## config.mk

```make
export PLATFORM = sky130hd
export DESIGN_NAME = sad_accum
export DESIGN_NICKNAME = d
export VERILOG_FILES = /design/src/rtl/sad_pkg.sv /design/src/rtl/sad_cnt.sv /design/src/rtl/sad_accum.sv
export SDC_FILE = /design/constraint.sdc
export NUM_CORES = 1
export LEC_CHECK = 0
export CAP_MARGIN = 20
export CORE_MARGIN = 5
export CORE_UTILIZATION = 40
export CTS_BUF_LIST = sky130_fd_sc_hd__clkbuf_8
export DETAILED_ROUTE_END_ITERATION = 16
export GPL_TIMING_DRIVEN = 0
export PLACE_DENSITY = 0.66
export SYNTH_ARGS = -nofsm -noshare
export SYNTH_HDL_FRONTEND = slang
export SYNTH_SLANG_ARGS = --single-unit
```

## constraint.sdc

```tcl
create_clock -name clk -period 2.02 [get_ports clk]
set_input_delay 0.505 -clock clk [delete_from_list [all_inputs] [get_ports clk]]
set_output_delay 0.505 -clock clk [all_outputs]
set_load 0.005 [all_outputs]
```

## src/rtl/sad_pkg.sv

```systemverilog
// Shared types and constants for the block-SAD accumulator.
// State encoding, default geometry and the sum-width helper live here.
package sad_pkg;

  typedef enum logic {
    ST_ACCUM = 1'b0,
    ST_HOLD  = 1'b1
  } state_t;

  localparam int DEF_DATA_W = 8;
  localparam int DEF_CNT    = 16;

  // Wide enough that CNT full-scale samples can never overflow the sum.
  function automatic int acc_width(input int data_w, input int cnt);
    return data_w + $clog2(cnt);
  endfunction

endpackage

```

## src/rtl/sad_cnt.sv

```systemverilog
// Modulo-CNT sample counter with enable, synchronous clear and a last-sample flag.
// Reset is synchronous, active-low.
module sad_cnt
  import sad_pkg::*;
#(
  parameter int CNT = DEF_CNT
) (
  input  logic clk,
  input  logic rst,
  input  logic en,
  input  logic clr,
  output logic last
);

  localparam int W = $clog2(CNT);
  localparam logic [W-1:0] LAST_VAL = W'(CNT - 1);

  logic [W-1:0] cnt_reg;

  always_ff @(posedge clk) begin
    if (!rst) begin
      cnt_reg <= '0;
    end else if (clr) begin
      cnt_reg <= '0;
    end else if (en) begin
      cnt_reg <= cnt_reg + 1'b1;
    end
  end

  assign last = (cnt_reg == LAST_VAL);

endmodule

```

## src/rtl/sad_accum.sv

```systemverilog
// Sums CNT consecutive handshaked samples into a block SAD and holds it on a valid/ready port.
// Optional running-max output is enabled by defining SAD_MAX_EN.
module sad_accum
  import sad_pkg::*;
#(
  parameter int DATA_W = DEF_DATA_W,
  parameter int CNT    = DEF_CNT,
  parameter int ACC_W  = acc_width(DATA_W, CNT)
) (
  input  logic              clk,
  input  logic              rst,
  input  logic              in_valid,
  output logic              in_ready,
  input  logic [DATA_W-1:0] in_data,
  output logic              out_valid,
  input  logic              out_ready,
  output logic [ACC_W-1:0]  out_sum
`ifdef SAD_MAX_EN
  ,
  output logic [DATA_W-1:0] out_max
`endif
);

  state_t state_reg, state_next;

  logic             xfer;
  logic             last;
  logic [ACC_W-1:0] acc_reg;
  logic [ACC_W-1:0] sum_reg;
  logic [ACC_W-1:0] acc_next;

  assign xfer     = in_valid & in_ready;
  assign acc_next = acc_reg + {{(ACC_W - DATA_W){1'b0}}, in_data};

  // Counter wraps to zero on the closing transfer so the next block starts clean.
  sad_cnt #(
    .CNT(CNT)
  ) u_cnt (
    .clk (clk),
    .rst (rst),
    .en  (xfer),
    .clr (xfer & last),
    .last(last)
  );

  always_ff @(posedge clk) begin
    if (!rst) begin
      state_reg <= ST_ACCUM;
    end else begin
      state_reg <= state_next;
    end
  end

  always_comb begin
    state_next = state_reg;
    case (state_reg)
      ST_ACCUM: if (xfer && last) state_next = ST_HOLD;
      ST_HOLD:  if (out_ready)    state_next = ST_ACCUM;
      default:                    state_next = ST_ACCUM;
    endcase
  end

  // No overlap: input is closed for the whole time a result is pending.
  always_comb begin
    in_ready  = 1'b0;
    out_valid = 1'b0;
    case (state_reg)
      ST_ACCUM: in_ready  = 1'b1;
      ST_HOLD:  out_valid = 1'b1;
      default:  in_ready  = 1'b0;
    endcase
  end

  always_ff @(posedge clk) begin
    if (!rst) begin
      acc_reg <= '0;
      sum_reg <= '0;
    end else if (xfer) begin
      if (last) begin
        sum_reg <= acc_next;
        acc_reg <= '0;
      end else begin
        acc_reg <= acc_next;
      end
    end
  end

  assign out_sum = sum_reg;

`ifdef SAD_MAX_EN
  logic [DATA_W-1:0] max_reg;
  logic [DATA_W-1:0] out_max_reg;
  logic [DATA_W-1:0] max_next;

  assign max_next = (in_data > max_reg) ? in_data : max_reg;

  always_ff @(posedge clk) begin
    if (!rst) begin
      max_reg     <= '0;
      out_max_reg <= '0;
    end else if (xfer) begin
      if (last) begin
        out_max_reg <= max_next;
        max_reg     <= '0;
      end else begin
        max_reg <= max_next;
      end
    end
  end

  assign out_max = out_max_reg;
`endif

endmodule

```

==> results.py, run 1 <==
metrics = {
    "worst_setup_path": {
        "regToRegStartpoint": "acc_reg[0]",
        "critPathCaptureType": "register",
        "reg2reg_slack_ns": 0.16,
        "worstPathArrival_ns": 2.10,
        "startpoint": "in_data[1]",
        "r2r_cells": 8,
        "crit_type": "in2reg",
        "r2r_end": "out_sum[4]",
        "startpoint_type": "input pin",
        "required_ns": 2.19,
        "path_max_fanout": 2,
    },
    "finish": {
        "mostFrequentLayoutCell": "dfxtp_1",
        "drive_gt1_share_pct": 24.5,
        "layout_common_cells": "dfxtp_1, clkdlybuf4s50_1, buf_4, a22o_1, nand2_1",
        "num_antenna_cells": 0,
        "final_nets": 213,
        "seqCellArea_sq_um": 581,
        "final_cells": 238,
        "multi_input_comb_area_sq_um": 965,
        "area_delta_synth_final_pct": 45.0,
        "nFillCells": 279,
    },
    "cts": {
        "clk_latency_ns": 0.28,
        "cts.sinks": 29,
        "root_buffer": "clkbuf_8",
        "cts_tree": "yes",
        "cts_buffers": 5,
        "clk_pin_slew_ns": 0.06,
        "htreeDepth": 2,
        "clockBufferDepth": 2,
    },
    "placement": {
        "gp_congestion": 0.848,
        "io_buffers": 25,
        "dp.cells": 216,
        "dp_hpwl_um": 2400,
    },
    "worst_hold_path": {
        "worstHoldStart": "out_sum[11]",
        "hold_class": "reg2reg",
        "whs_path_depth": 2,
        "holdPathEnd": "out_sum[11]",
    },
    "outcome": {
        "status": "complete, no violations",
    },
    "drt": {
        "drt-vias-per-instance": 5.45,
        "drtIter0Drc": 78,
        "post-route-drc-count": 0,
        "num_vias": 1298,
        "drtAntennaViolNets": 0,
        "routed_wl_um": 3660,
        "firstDrtPassIters": 4,
        "routedWlPerCell_um": 15.4,
    },
    "global_route": {
        "gr-total-overflow": 0,
        "grt_pass1_vias": 1373,
        "grt_pass1_wl_um": 6110,
        "grt_antenna_before_repair": 0,
        "grt_max_degree": 11,
        "track_usage_pct": 15.7,
    },
    "floorplanning": {
        "rows": 21,
        "core_area_sq_um": 3390,
        "die-width_um": 69.5,
        "die_h_um": 69.5,
        "io_pins": 26,
        "initial_core_util_pct": 41.8,
        "design.die.area_sq_um": 4830,
    },
    "pwr": {
        "leakage_uw": 0.000808,
        "power_uw": 1480,
        "powerDensity_nw_per_um2": 721,
        "vdd_ir_drop_max_mv": 0.408,
    },
    "sta": {
        "hold_violations": 0,
        "relSlewSlack_pct": 58.3,
        "tightestPinTransition_ns": 0.623,
        "fin_tns_setup_ns": 0,
        "fmax_ghz": 0.518,
        "finalCritPeriodShare_pct": 95.6,
        "fin_crit_ns": 1.93,
        "setup_viol": 0,
        "drv_slew": 0,
        "skew_ns": 0.00516,
        "hold_ws_ns": 0.456,
    },
    "yosys": {
        "syn_avg_cell_area_sq_um": 9.78,
        "yosys_warnings": 0,
        "synth.net_count": 167,
        "synth.ff_latch_count": 29,
        "synth_area_sq_um": 1420,
        "synth.distinct_cells": 35,
        "ys_seq_area_share_pct": 41.0,
        "synth_cells": 145,
    },
    "run": {
        "drv_cap": 0,
    },
}
-- worst max-delay path, stage by stage --
cell and delay [ns]:
clkdlybuf4s15_1 0.25, ha_4 0.29, a211oi_4 0.33, o21ai_2 0.12
o31ai_2 0.25, xnor2_1 0.15, a22o_1 0.21
-- cell type report --
class / instances / share of cell area [%]
Multi-Input combinational cell: 109 / 46.9
Sequential cell: 29 / 28.2
Timing Repair Buffer: 39 / 16.7
Clock buffer: 5 / 3.35
Tap cell: 46 / 2.80
Buffer: 3 / 0.730
Inverter: 4 / 0.730
Clock inverter: 3 / 0.548
-- routing by layer --
layer  up-vias  wire length (um)  GRT usage [%]
li1        625                 -              -
met1       626              1480           17.3
met2        36              1870           28.0
met3        11               232           4.93
met4         0                78           6.07
met5         -                 0              0
-- through the flow --
stage	area, sq um	utilization, %	worst slack [ns]
floorplan	1430	-	0.00451
detailed placement	1730	51.2	-0.631
global route	2060	60.6	-0.0100
finish	2060	60.6	0.0887
global placement	1730	51.2	-0.583
CTS	2040	60.1	0.0504
-- how the worst max path moves through the flow --
stage / slack (ns) / endpoint / cells after the start
2_1_floorplan: 0.005 / out_sum[10] / 7
3_3_place_gp: -0.58 / out_sum[10] / 8
3_5_place_dp: -0.63 / out_sum[10] / 8
4_1_cts: 0.05 / acc_reg[11] / 7
5_1_grt: -0.01 / acc_reg[11] / 7
6_report: 0.09 / out_sum[7] / 7
-- repair_timing --
action	CTS	global route
endpoints found under the setup margin	16	9
hold buffers	0	0
buffers inserted	13	1
pin swaps	19	10
gates resized for setup	30	5
-- cell families after synthesis --
family	synth area share [%]
AOI/OAI and AO/OA	25.4
and+or+nand+nor	13.4
DFF	41.0
xor gates and xnor gates	8.03
adders and majority gates	9.36
buffers and inverters	2.12
muxes	0.706
-- power breakdown --
group / internal [uW] / total [uW] / switching (uW)
clock: 229 / 438 / 210
sequential: 599 / 628 / 29.2
combinational: 211 / 415 / 204
total: 1040 / 1480 / 442
-- synth_stat cells (all sizes together) --
cell type  count  area [sq um]
xnor2          5          43.8
dfxtp         29           581
a22oi          3          22.5
or3b           2          17.5
a21o           3          23.8
nor3           1          10.0
xor2           8          70.1
mux2i          1          10.0
buf            3          15.0
and4           1          8.76
nand2         12          45.0
nand4          1          6.26
inv            4          15.0
fa             1          20.0
o31ai          2          20.0
and2           2          12.5
nand2b         4          32.5
a21oi          9          45.0
o21ai         10          50.1
and2b          1          7.51
nand3          3          20.0
o211ai         3          27.5
ha             9           113
o2111ai        2          23.8
a31oi          2          12.5
o22ai          1          6.26
a211oi         2          15.0
a22o          13           114
nor2           8          30.0
(Power assumes the default switching activity.)
==> run 2: changes to the inputs <==
--- a/config.mk
+++ b/config.mk
@@ -12,6 +12,7 @@
 export DETAILED_ROUTE_END_ITERATION = 16
 export GPL_TIMING_DRIVEN = 0
 export PLACE_DENSITY = 0.66
+export RECOVER_POWER = 100
 export SYNTH_ARGS = -nofsm -noshare
 export SYNTH_HDL_FRONTEND = slang
 export SYNTH_SLANG_ARGS = --single-unit
==> run 2 against run 1 <==
  * Die area unchanged
  * Flip-flop and latch count unchanged
  * Largest power group unchanged
  * Total power decreased by 0.11%
  * Fmax about the same
  * Final area decreased by 0.18%
  * Wire length about the same
==> results.py, run 2 (synthesis gave the netlist of run 1 again) <==
metrics = {
    "outcome": {
        "status": "complete, no violations",
    },
    "pwr": {
        "p_comb_share_pct": 27.9,
        "power_uw": 1480,
        "p_int_uw": 1040,
        "p_sw_share_pct": 29.9,
        "leakage_uw": 0.000846,
        "p_seq_share_pct": 42.5,
        "vdd_ir_drop_max_mv": 0.408,
        "switching_power_uw": 442,
        "pwr-share-clk_pct": 29.6,
        "powerDensity_nw_per_um2": 721,
    },
    "drt": {
        "drtAntennaViolNets": 0,
        "post-route-drc-count": 0,
        "routedWlPerCell_um": 15.4,
        "routed_wl_um": 3660,
        "num_vias": 1298,
        "drtIter0Drc": 70,
        "drt-vias-per-instance": 5.45,
        "firstDrtPassIters": 4,
    },
    "floorplanning": {
        "design.die.area_sq_um": 4830,
        "initial_core_util_pct": 41.8,
        "core_area_sq_um": 3390,
        "rows": 21,
        "die-width_um": 69.5,
        "die_h_um": 69.5,
        "io_pins": 26,
    },
    "worst_setup_path": {
        "reg2reg_slack_ns": 0.17,
        "critPathCaptureType": "register",
        "r2r_end": "out_sum[10]",
        "crit_slowest_cell": "a211oi_4",
        "crit_chain": "clkdlybuf4s15_1, ha_4, a211oi_4, o21ai_2, o31ai_2, xnor2_1, a22o_1",
        "crit_type": "in2reg",
        "required_ns": 2.19,
        "path_max_fanout": 2,
        "startpoint": "in_data[1]",
        "cp_slowest_stage_delay_ns": 0.33,
        "r2r_cells": 7,
        "worstPathArrival_ns": 2.10,
        "startpoint_type": "input pin",
        "regToRegStartpoint": "acc_reg[0]",
    },
    "worst_hold_path": {
        "holdPathEnd": "out_sum[11]",
        "whs_path_depth": 2,
        "worstHoldStart": "out_sum[11]",
        "hold_class": "reg2reg",
    },
    "sta": {
        "finalCritPeriodShare_pct": 95.6,
        "hold_ws_ns": 0.451,
        "setup_viol": 0,
        "tightestPinTransition_ns": 0.623,
        "hold_violations": 0,
        "fmax_ghz": 0.518,
        "drv_slew": 0,
        "skew_ns": 0.00508,
        "relSlewSlack_pct": 58.3,
        "fin_crit_ns": 1.93,
    },
    "finish": {
        "final_cells": 238,
        "stdcell_area_sq_um": 2050,
        "final_nets": 213,
        "nFillCells": 281,
        "mostFrequentLayoutCell": "dfxtp_1",
        "area_delta_synth_final_pct": 44.7,
        "drive_gt1_share_pct": 24.0,
        "layout_common_cells": "dfxtp_1, dlygate4sd3_1, a22o_1, nand2_1, buf_4",
        "num_antenna_cells": 0,
    },
    "cts": {
        "cts_hold_buf": 0,
        "root_buffer": "clkbuf_8",
        "cts.sinks": 29,
        "clk_latency_ns": 0.28,
        "clockBufferDepth": 2,
        "cts_buffers": 5,
        "htreeDepth": 2,
        "cts_tree": "yes",
        "clk_pin_slew_ns": 0.06,
    },
    "run": {
        "drv_cap": 0,
    },
    "placement": {
        "gp_congestion": 0.848,
        "dp.cells": 216,
        "io_buffers": 25,
        "place_area_sq_um": 1730,
        "dp_hpwl_um": 2400,
    },
    "global_route": {
        "grt_antenna_before_repair": 0,
        "track_usage_pct": 15.7,
        "grt_max_degree": 11,
        "gr-total-overflow": 0,
        "grt_pass1_wl_um": 6110,
        "grt_pass1_vias": 1373,
    },
}
## run 2: layout make-up
cell class | instances | area (sq um) | share of cell area, %
inverters | 4 | 15.0 | 0.732
flip-flops and latches | 29 | 581 | 28.3
multi-input cells | 109 | 965 | 47.0
well taps | 46 | 57.6 | 2.80
clock inverters | 3 | 11.3 | 0.549
clock buffers | 5 | 68.8 | 3.35
repair buffers | 39 | 339 | 16.5
plain buffers | 3 | 15.0 | 0.732
## run 2: timing repair
| action | CTS | global route |
|---|---|---|
| endpoints found under the setup margin | 16 | 9 |
| setup buffers | 13 | 1 |
| resized for setup | 30 | 5 |
| pin swaps | 19 | 10 |
## run 2: stage by stage
step / TNS [ns] / worst slack (ns) / util [%]
after detailed placement: -8.64 / -0.631 / 51.2
after global placement: -7.58 / -0.583 / 51.2
after global routing: -0.0180 / -0.0100 / 60.5
after CTS: 0 / 0.0504 / 60.1
after floorplan: 0 / 0.00451 / -
final: 0 / 0.0887 / 60.5
## run 2: how the worst max path moves through the flow
stage               cells past startpoint  slack (ns)           to
global placement                        8       -0.58  out_sum[10]
global route                            7       -0.01  acc_reg[11]
floorplan                               7       0.005  out_sum[10]
CTS                                     7        0.05  acc_reg[11]
finish                                  7        0.09   out_sum[7]
detailed placement                      8       -0.63  out_sum[10]
## run 2: power groups by stage
stage	clock [uW]	sequential, uW	combinational, uW
after floorplan	0	626	209
final	438	628	413
after detailed placement	0	630	277
after global routing	474	632	449
after CTS	442	628	393
after global placement	0	628	269
## run 2: worst max-delay path: cells and delay by family
family	cells	cell delay, ns
compound gates	4	0.91
fa+ha+maj	1	0.29
buf+inv	1	0.25
xor+xnor	1	0.15
## run 2: metal layers
metal	routed length [um]	vias up	GRT usage [%]	part of all wire, %
li1	-	625	-	-
met1	1480	626	17.3	40
met2	1870	36	28.0	51
met3	232	11	4.93	6.3
met4	78	0	6.07	2.1
met5	0	-	0	0
==> variant 1 (config.mk and constraints of run 2) <==
Add a define of `SAD_MAX_EN`.
--- a/src/rtl/sad_accum.sv
+++ b/src/rtl/sad_accum.sv
@@ -1,4 +1,6 @@
 // Sums CNT consecutive handshaked samples into a block SAD and holds it on a valid/ready port.
 // Optional running-max output is enabled by defining SAD_MAX_EN.
+`define SAD_MAX_EN
+
 module sad_accum
   import sad_pkg::*;
Function (old outputs only; new: out_max): kept (Yosys induction, for registers that start in step).
==> variant 1 against run 2 <==
- synthesized cell count is 100% higher
- clock power is 23% higher
- routed wire length is 83% higher
- area after synthesis is 71% higher
- design area is 55% higher
- sequential share of layout area is 0.22 points higher
- maximum frequency is 2.4% lower
- clock skew is 0.0026 ns lower
- die area is 60% higher
- power is 37% higher
- sequential cell count is 16 higher
- setup slack worse by 0.048 ns
- highest routed layer unchanged
==> variant 1: results (changes against run 2) <==
Placed design
  • Routability cong.: 0.902 (+6.4%)
  • Total instance count after detailed placement: 398 (+84%)
  • Half-perimeter wire length of the detailed placement result: 4700 µm (+96%)
  • Count of buffers from port buffering: 32 (+28%)
  • Pre-CTS setup slack: -0.896 ns (-0.265 ns)

Min path
  • Hold Crit Endpoint: out_sum[3]
  • Startpoint of the lowest-slack hold path: out_sum[3]

Synthesis
  • Number of distinct standard cells referenced by the synthesized netlist: 49 (+40%)
  • Number of instances in the synthesized netlist: 291 (+100%)
  • Share of the yosys chip area belonging to registers: 0.372 (-0.0380)
  • Most frequent cells after synthesis: 45 x dfxtp_1, 29 x o21ai_0, 25 x nand2_1, 22 x nand3_1, 19 x a21oi_1
  • Cell types occupying the most area after synthesis: dfxtp_1 37%, ha_1 8.8%, o21ai_0 6.0%

Detailed routing
  • Post-detailed-routing wire length: 6700 µm (+83%)
  • Detailed-route via count: 2,350 (+81%)
  • Violation count after the first detailed-route iteration: 96 (+37%)
  • Average via count per standard cell: 5.65 (+3.6%)

Timing
  • Tightest Pin Transition: 0.598 ns (-0.0252 ns)
  • Worst hold slack: 0.460 ns (+0.00916 ns)
  • Post-route clock skew: 0.00252 ns (-0.00256 ns)

Critical path
  • Peak fanout along the critical path: 9 (+7)
  • Slowest library cell on the worst path: ha_1
  • Worst r2r dst: out_sum[8]
  • R2R Setup Slk: 0.08 ns (-0.09 ns)
  • Worst r2r path cells: 8 (+1)

Global routing
  • Global-route usage over all layers: 0.180 (+0.0226)
  • Number of global-route vias before repair: 2,221 (+62%)

Final layout
  • Layout net count: 370 (+74%)
  • Proportion of layout cells with a drive suffix above 1: 0.176 (-0.0636)
  • Diode count: 0 (unchanged)

Pwr
  • Worst ir drop on vdd: 0.000311 V (-24%)
  • Leakage power total: 1.24 nW (+46%)

Clocking
  • Worst-path clk slew: 0.08 ns (+0.02 ns)
  • Worst skew pair latency: 0.30 ns (+0.02 ns)
  • Post_cts resized: 26 (-13%)

Outcome
  • Result of the run: completed
==> variant 1: routing by layer <==
layer / GRT usage / routed length [µm] / vias to the layer above
met5: 0 / 0 / -
met4: 0.0683 / 89 / 0
met1: 0.237 / 3070 / 1127
li1: - / - / 1172
met3: 0.0226 / 200 / 10
met2: 0.299 / 3340 / 41
==> variant 1: area by class of cell <==
type	instances	area, µm²
clock inverters	3	13.8
well taps	75	93.8
multi-input cells	217	1580
flip-flops and latches	45	905
inverters	12	45.0
fillers	574	2750
plain buffers	16	80.1
clock buffers	5	68.8
repair buffers	43	389
==> variant 1: critical path: cells and delay by family <==
kind                     cells  cell delay, ns
AND/OR/NAND/NOR              3            0.51
buffers and inverters        2            0.41
AO/OA/AOI/OAI                2            0.40
adder cells (fa/ha/maj)      1            0.33
==> variant 1: power breakdown <==
group          leakage (nW)  switching, mW  internal (mW)
combinational         0.820          0.310          0.225
sequential            0.367         0.0266          0.925
clock                0.0491          0.305          0.235
==> variant 1: worst max-delay path by stage <==
| stage | cells after the start | slack [ns] | end | start |
|---|---|---|---|---|
| after floorplan | 7 | 0.03 | out_sum[8] | in_data[0] |
| after global placement | 7 | -0.85 | out_max[2] | in_data[1] |
| after detailed placement | 7 | -0.90 | out_max[7] | in_data[1] |
| after CTS | 7 | 0.002 | acc_reg[10] | in_valid |
| after global routing | 9 | -0.05 | out_max[6] | in_data[5] |
| final | 8 | 0.04 | max_reg[1] | in_data[5] |
==> variant 1: cell families after synthesis <==
group / count (synthesis) / share of synthesized area
DFF: 45 / 0.372
adders and majority gates: 18 / 0.0960
buffers and inverters: 29 / 0.0485
xor gates and xnor gates: 7 / 0.0253
AOI/OAI and AO/OA: 96 / 0.262
and+or+nand+nor: 96 / 0.197
==> variant 2 (config.mk and constraints of run 2) <==
Without the edit above. Set the package constant `DEF_CNT` to 32 (it was 16).
--- a/src/rtl/sad_pkg.sv
+++ b/src/rtl/sad_pkg.sv
@@ -9,5 +9,5 @@
 
   localparam int DEF_DATA_W = 8;
-  localparam int DEF_CNT    = 16;
+  localparam int DEF_CNT    = 32;
 
   // Wide enough that CNT full-scale samples can never overflow the sum.
Ports: changed (resized out_sum); port bits go from 26 to 27. The function was not compared with the original's and may differ.
==> variant 2 against run 2 <==
- critical endpoint is now out_sum[8]
- sequential cell count grew 3
- highest routed layer unchanged
- the run now ends with setup timing left
- power rose by 8.0%
- routed wire length is 23% higher
- count of clock-buffer cells in the layout up 1
- maximum frequency down 16%
- sequential share of layout area is 1.2 points lower
- setup slack worse by 0.36 ns
- largest power group unchanged
- design area up 16%
- register-to-register slack got worse by 0.44 ns
- first-iteration DRC count grew 49%
- global-route usage rose by 1.4 points
- area after synthesis is 18% higher
==> variant 2: results (changes against run 2) <==
Outcome
  • Result of the run: complete, but fails checks
  • Failing checks: setup timing

Synthesis
  • Number of instances in the synthesized netlist: 188 (+30%)
  • Mapped Nets: 211 (+26%)
  • Most frequent cells after synthesis: 32 x dfxtp_1, 22 x nand2_1, 13 x nor2_1, 12 x a21oi_1, 11 x o21ai_0
  • Number of distinct standard cells referenced by the synthesized netlist: 48 (+37%)
  • Share of the yosys chip area belonging to registers: 0.383 (-0.0266)

Global routing
  • Number of global-route vias before repair: 1,588 (+16%)
  • Global-route usage over all layers: 0.171 (+0.0140)
  • Wire length of the first global-routing pass: 7250 µm (+19%)

Timing
  • Worst hold slack: 0.442 ns (-0.00896 ns)
  • Final critical-path setup slack: -0.271 ns (-0.360 ns)
  • Post-route clock skew: 0.00616 ns (+0.00108 ns)
  • Number of failing setup endpoints in the final timing report: 10 (+10)

Min path
  • Hold Crit Endpoint: out_sum[10]
  • Startpoint of the lowest-slack hold path: out_sum[10]

Final layout
  • Layout net count: 251 (+18%)
  • Fill cell total of the finished layout: 380 (+35%)
  • Proportion of layout cells with a drive suffix above 1: 0.245 (+0.00496)
  • Growth of design area from synthesis to finish: 41.8%

Critical path
  • Delay of the slowest cell on the worst path: 0.42 ns (+0.09 ns)
  • Data arrival time of the worst path: 2.47 ns (+0.37 ns)
  • Launching element type of the critical path: flip-flop
  • Worst r2r dst: out_sum[8]

Placed design
  • Half-perimeter wire length of the detailed placement result: 2850 µm (+19%)
  • Routability cong.: 0.844 (-0.47%)
  • Pre-CTS setup slack: -0.902 ns (-0.271 ns)
  • DP Area: 0.00200 mm² (+15%)

Detailed routing
  • Violation count after the first detailed-route iteration: 104 (+49%)
  • Average via count per standard cell: 5.74 (+5.2%)
  • Post-detailed-routing wire length: 4510 µm (+23%)

Pwr
  • Leakage power total: 0.968 nW (+14%)
  • Worst ir drop on vdd: 0.000418 V (+2.4%)
==> variant 2: layer usage <==
metal | share of wire | vias up | track usage
li1 | - | 785 | -
met1 | 0.44 | 767 | 0.221
met2 | 0.49 | 42 | 0.272
met3 | 0.051 | 7 | 0.0441
met4 | 0.018 | 0 | 0.0731
met5 | 0 | - | 0
==> variant 2: final cells by class <==
class,count,share of cell area
buffer,6,0.0111
clock buffer,6,0.0348
clock inverter,2,0.00422
inverter,2,0.00316
multi-input combinational,147,0.516
sequential,32,0.271
tap,50,0.0264
timing repair buffer,34,0.134
==> variant 2: worst max-delay path by stage <==
| stage | endpoint | slack, ns | cells after the start |
|---|---|---|---|
| after CTS | out_sum[8] | -0.23 | 7 |
| after global placement | acc_reg[12] | -0.90 | 8 |
| after detailed placement | out_sum[12] | -0.90 | 8 |
| after global routing | out_sum[8] | -0.34 | 7 |
| after floorplan | out_sum[8] | -0.26 | 7 |
| final | out_sum[8] | -0.27 | 7 |
==> variant 2: logic make-up after synthesis <==
family / share of synthesized area
flip-flops: 0.383
AND/OR/NAND/NOR: 0.202
buffers and inverters: 0.0217
XOR/XNOR: 0.0471
AO/OA/AOI/OAI: 0.260
adder cells (fa/ha/maj): 0.0868
==> variant 2: repair_timing <==
action                                  4_1_cts  5_1_grt
gates resized for setup                      23       34
pin swaps                                     7       17
setup buffers                                 3        6
endpoints found under the setup margin       19       24
==> variant 2: tightest hold or removal path: cells and delay by family (launching register included) <==
family / cells / cell delay [ns]
AOI/OAI and AO/OA: 1 / 0.05
DFF: 1 / 0.31
and+or+nand+nor: 1 / 0.05
==> variant 2: power by group <==
part           internal, mW  switching [mW]
registers             0.655          0.0239
clock network         0.272           0.245
logic                 0.189           0.214
==> variant 2: metrics by stage <==
step	TNS [ns]	cells
after global routing	-2.69	279
final	-1.23	279
after floorplan	-0.985	188
after detailed placement	-11.51	263
after CTS	-1.40	274
after global placement	-11.59	263
